**src/rtl/ss_pkg.sv**
```systemverilog
// Shared store-size encodings and FSM state type for the store merge unit.
// The ss_control encoding matches the one used by the control unit and the
// load-size unit, so all three agree on what 00/01/10/11 mean.
package ss_pkg;

    localparam logic [1:0] SS_SB  = 2'b00;
    localparam logic [1:0] SS_SH  = 2'b01;
    localparam logic [1:0] SS_SW  = 2'b10;
    localparam logic [1:0] SS_INV = 2'b11;

    typedef enum logic [2:0] {
        IDLE  = 3'd0,
        READ  = 3'd1,
        WAIT  = 3'd2,
        WRITE = 3'd3,
        DONE  = 3'd4
    } ss_state_t;

    // A store is rejected when its size is invalid or its address is not
    // naturally aligned for that size; such stores never touch memory.
    function automatic logic ss_is_err(input logic [1:0] size, input logic [1:0] lane);
        logic err;
        err = 1'b0;
        case (size)
            SS_SH:   err = lane[0];
            SS_SW:   err = (lane != 2'b00);
            SS_INV:  err = 1'b1;
            default: err = 1'b0;
        endcase
        return err;
    endfunction

endpackage

```
**src/rtl/store_lane_merge.sv**
```systemverilog
// Combinational lane merge: inserts the low byte or halfword of the store
// data into the addressed little-endian lane of the old word, leaving every
// other lane bit-exact. Word stores replace the whole word.
module store_lane_merge
    import ss_pkg::*;
(
    input  logic [31:0] old_word,
    input  logic [31:0] store_data,
    input  logic [1:0]  size,
    input  logic [1:0]  lane,
    output logic [31:0] merged
);

    // Start from the read-back word and overwrite only the selected lane.
    always_comb begin
        merged = old_word;
        case (size)
            SS_SB: begin
                case (lane)
                    2'd0:    merged[7:0]   = store_data[7:0];
                    2'd1:    merged[15:8]  = store_data[7:0];
                    2'd2:    merged[23:16] = store_data[7:0];
                    default: merged[31:24] = store_data[7:0];
                endcase
            end
            SS_SH: begin
                if (lane[1]) begin
                    merged[31:16] = store_data[15:0];
                end else begin
                    merged[15:0] = store_data[15:0];
                end
            end
            SS_SW:   merged = store_data;
            default: merged = old_word;
        endcase
    end

endmodule

```
**src/rtl/store_merge_unit.sv**
```systemverilog
// Store unit for a single-port word-addressed data memory. Word stores go
// straight to a write; byte and halfword stores read the containing word,
// merge the new lane in, and write the word back. Misaligned or invalid
// stores finish immediately with store_err and never access memory.
module store_merge_unit
    import ss_pkg::*;
(
    input  logic        clk,
    input  logic        reset_n,
    input  logic        start,
    input  logic [1:0]  ss_control,
    input  logic [31:0] address,
    input  logic [31:0] store_data,
    input  logic [31:0] mem_rdata,
    output logic [31:0] mem_addr,
    output logic [31:0] mem_wdata,
    output logic        mem_wr,
    output logic        busy,
    output logic        done,
    output logic        store_err
);

    ss_state_t   state_q, state_d;
    logic [31:0] addr_q,  addr_d;
    logic [31:0] data_q,  data_d;
    logic [1:0]  size_q,  size_d;
    logic [31:0] rdata_q, rdata_d;
    logic        err_q,   err_d;
    logic        start_err;
    logic [31:0] merged_word;

    assign start_err = ss_is_err(ss_control, address[1:0]);

    store_lane_merge u_merge (
        .old_word   (rdata_q),
        .store_data (data_q),
        .size       (size_q),
        .lane       (addr_q[1:0]),
        .merged     (merged_word)
    );

    // Next-state logic; request fields are latched only when a start is accepted in IDLE.
    always_comb begin
        state_d = state_q;
        addr_d  = addr_q;
        data_d  = data_q;
        size_d  = size_q;
        rdata_d = rdata_q;
        err_d   = err_q;
        case (state_q)
            IDLE: begin
                if (start) begin
                    addr_d = address;
                    data_d = store_data;
                    size_d = ss_control;
                    err_d  = start_err;
                    if (start_err) begin
                        state_d = DONE;
                    end else if (ss_control == SS_SW) begin
                        state_d = WRITE;
                    end else begin
                        state_d = READ;
                    end
                end
            end
            READ:  state_d = WAIT;
            WAIT: begin
                rdata_d = mem_rdata;
                state_d = WRITE;
            end
            WRITE: state_d = DONE;
            DONE:  state_d = IDLE;
            default: state_d = IDLE;
        endcase
    end

    // State and request registers; reset abandons any store in flight.
    always_ff @(posedge clk or negedge reset_n) begin
        if (!reset_n) begin
            state_q <= IDLE;
            addr_q  <= 32'd0;
            data_q  <= 32'd0;
            size_q  <= SS_SB;
            rdata_q <= 32'd0;
            err_q   <= 1'b0;
        end else begin
            state_q <= state_d;
            addr_q  <= addr_d;
            data_q  <= data_d;
            size_q  <= size_d;
            rdata_q <= rdata_d;
            err_q   <= err_d;
        end
    end

    assign mem_addr  = {addr_q[31:2], 2'b00};
    assign mem_wdata = merged_word;
    assign mem_wr    = (state_q == WRITE);
    assign busy      = (state_q != IDLE);
    assign done      = (state_q == DONE);
    assign store_err = err_q;

endmodule

```
**config.mk**
```make
export PLATFORM = sky130hd
export DESIGN_NAME = store_merge_unit
export DESIGN_NICKNAME = d
export VERILOG_FILES = /design/src/rtl/ss_pkg.sv /design/src/rtl/store_lane_merge.sv /design/src/rtl/store_merge_unit.sv
export SDC_FILE = /design/constraint.sdc
export NUM_CORES = 1
export LEC_CHECK = 0
export ABC_AREA = 1
export CAP_MARGIN = 0
export CORE_UTILIZATION = 47
export CTS_CLUSTER_SIZE = 16
export DETAILED_ROUTE_END_ITERATION = 10
export PLACE_DENSITY = 0.88
export SLEW_MARGIN = 0
export SYNTH_ARGS = -nofsm -noshare
export SYNTH_HDL_FRONTEND = slang
export SYNTH_SLANG_ARGS = --single-unit
```
**constraint.sdc**
```tcl
create_clock -name clk -period 1.6 [get_ports clk]
set_input_delay 0.16 -clock clk [delete_from_list [all_inputs] [get_ports clk]]
set_output_delay 0.16 -clock clk [all_outputs]
set_load 0.01 [all_outputs]
```
==> impl_metrics.csv <==
group,metric,value,unit
run_status,outcome,"complete, but fails checks",
run_status,violations,"negative setup slack",
yosys,synthTopCellsByArea,"dfrtp_1 48%, nand2_1 17%, o21ai_0 8.7%",
layout,fillers,876,
setup_path,crit_required,1.44,ns
sta,fmax,506,MHz
yosys,synth_ff_type,"dfrtp_1",
layout,layout-drive-gt1-share,17.3,%
yosys,synth_common_cells,"245 x nand2_1, 102 x dfrtp_1, 93 x o21ai_0",
global_route,grt_use_total,28.8,%
floorplan,core_area,11000,um2
yosys,synth_seq_cells,102,
floorplan,top_level_ports,169,
power,pwr_density_cell,2180,nW/um2
layout,fin_nets,975,
sta,rsz0062_at_grt,"true",
clocking,cts.htree.levels,3,
clocking,cts_tree,"done",
placement,dp_hpwl,11.1,mm
yosys,synth_area_leader_cell,"dfrtp_1",
yosys,synthMuxAreaShare,0,%
routing,num_vias,5511,
sta,fin_skew,0.00845,ns
sta,maxSlewViolCount,0,
placement,place_worst_setup_slack,-0.273,ns
power,ir_drop,0.00114,V
routing,drt_iter0_markers,455,
layout,utilization,70.7,%
yosys,synth_top_area_share,47.5,%
floorplan,row_count,38,
setup_path,cp_max_fo,7,
clocking,cts.path.max_buffers,2,
yosys,synth_edf_count,0,
routing,drc_errors,0,
yosys,synth.distinct_cells,25,
setup_path,cp-start-kind,"flip-flop",
setup_path,worstSetupEndpointType,"primary output",
placement,portBuffers,166,
floorplan,die_h,109,um
yosys,synth_simple_gate_area_share,25.4,%
yosys,yosysMostFrequentCell,"nand2_1",
setup_path,cp_slowest_cell,"dfrtp_2",
global_route,antenna_found_initial,0,
global_route,grt_use_met2,49.0,%
floorplan,fp.dieW,109,um
routing,vias_per_cell,5.41,
sta,period_minus_slack,1.98,ns
global_route,grt_max_degree,50,
sta,finalCritPeriodShare,123,%
global_route,overflow,0,
yosys,ys_warn_count,0,
power,p_leak,3.75,nW
clocking,cts.clk_slew.worst_paths,0.07,ns
routing,wl,17.2,mm
global_route,use_met3,8.25,%
routing,wire_per_inst,16.9,um
yosys,ys_async_sr_fraction,100,%
clocking,cts_buffers,9,
clocking,clock-sinks,102,
hold_path,worstHoldPathType,"input pin to asynchronous set/reset pin",
clocking,clkLatencyLatePin,0.35,ns
setup_path,critical_path.cell_chain,"nor2_4 > inv_4 > buf_12 > buf_6 > a21oi_2 > o21ai_1 > nand3_1 > buf_2",
sta,setup_viol,32,
yosys,synth-compound-area-share,14.9,%
yosys,syn_area_per_cell,7.63,um2
yosys,ys_seq_area_share,47.5,%
floorplan,start_util,48.9,%
global_route,grt_first_pass_wirelength,25.9,mm
clocking,ctsRootBufferMaster,"clkbuf_16",
placement,gp_congestion,0.943,
routing,ant_nets,0,
global_route,grt_pass1_vias,5266,
sta,hold_viol_final,0,
routing,first_pass_iters,6,
yosys,syn_area,5370,um2
yosys,synth_top_family_by_area,"simple AND/OR/NAND/NOR gates",
yosys,synthAdderAreaFrac,0,%
yosys,synthCells,704,
global_route,top_usage_layer,"met2",
global_route,met1_usage,33.9,%
sta,layout_setup_ws,-0.376,ns
flow_run,max_cap_viol_count,0,
setup_path,crit_type,"flip-flop to primary output",
yosys,synthXorXnorAreaFrac,0,%
layout,diodes,0,
setup_path,critPathMaxStageDelay,0.46,ns
setup_path,cp.arrival,1.82,ns
layout,synthToLayoutAreaGrowth,44.5,%
floorplan,die-area,11900,um2
-- path summary, 6_finish.rpt --
check / startpoint / to / slack (ns) / cells past startpoint
max in group asynchronous: reset_n / addr_q[21] / 0.71 / 3
setup reg to reg: state_q[0] / data_q[9] / 0.23 / 6
hold / removal: reset_n / data_q[18] / 0.31 / 2
min in group clk: address[3] / addr_q[3] / 0.34 / 3
hold reg to reg: rdata_q[4] / rdata_q[4] / 0.48 / 2
setup / recovery: size_q[0] / mem_wdata[19] / -0.38 / 8
-- sequential cells by signal, summed over array words and instances (netlist names) --
register,count
store_err,1
rdata_q,32
data_q,32
size_q,2
addr_q,32
state_q,3
-- stage by stage --
stage	std cells	cell area (um2)	setup TNS, ns	power (mW)	hold slack [ns]
2_1_floorplan	705	5370	0	9.69	-0.136
3_3_place_gp	979	7120	-5.72	13.5	0.135
3_5_place_dp	979	7120	-6.90	13.8	0.138
4_1_cts	1011	7610	-6.39	16.3	0.313
5_1_grt	1019	7760	-10.16	18.1	0.337
6_report	1019	7760	-8.01	16.9	0.306
-- worst max-delay path: cells and delay by family (launching register included) --
kind	cells	cell delay [ns]
simple gates	2	0.28
compound gates	2	0.26
flops	1	0.46
buf+inv	4	0.47
-- where the power goes --
| part | leakage (nW) | switching (mW) | internal [mW] |
|---|---|---|---|
| clock | 0.156 | 0.987 | 1.42 |
| sequential | 1.24 | 1.07 | 3.84 |
| combinational | 2.36 | 5.35 | 4.28 |
-- metal layers --
| layer | share of wire [%] | vias to the layer above | wire [um] |
|---|---|---|---|
| met2 | 49 | 358 | 8350 |
| li1 | - | 2577 | - |
| met1 | 37 | 2512 | 6400 |
| met4 | 4.0 | 0 | 681 |
| met5 | 0 | - | 0 |
| met3 | 10 | 64 | 1780 |
-- repair_timing --
item,in CTS,in global routing
resized for setup,192,21
pin swaps,22,12
cloned,2,2
setup endpoints to repair,35,33
setup buffers,13,6
hold endpoints to repair,29,0
hold buffers,1,0
-- final cells by class --
| type | count | area, um2 | area share [%] |
|---|---|---|---|
| Clock inverter | 5 | 81.3 | 1.05 |
| Multi-Input combinational cell | 484 | 2320 | 29.9 |
| Tap cell | 140 | 175 | 2.26 |
| Clock buffer | 11 | 243 | 3.13 |
| Sequential cell | 102 | 2560 | 32.9 |
| Timing Repair Buffer | 227 | 2190 | 28.3 |
| Inverter | 50 | 195 | 2.51 |
-- logic make-up after synthesis --
| logic type | count (synthesis) |
|---|---|
| other | 1 |
| DFF | 102 |
| buffers and inverters | 119 |
| and+or+nand+nor | 331 |
| AOI/OAI and AO/OA | 151 |
-- placed cells by master (no fill, tap or decap), types with 17 or more instances in the layout --
| master | n |
|---|---|
| buf_4 | 35 |
| nand3_1 | 34 |
| nand2_1 | 235 |
| inv_1 | 44 |
| dfrtp_1 | 99 |
| nor2_1 | 33 |
| a21oi_1 | 27 |
| o21ai_0 | 79 |
| buf_2 | 29 |
| clkdlybuf4s50_1 | 130 |
| buf_6 | 17 |
(Power assumes the default switching activity.)
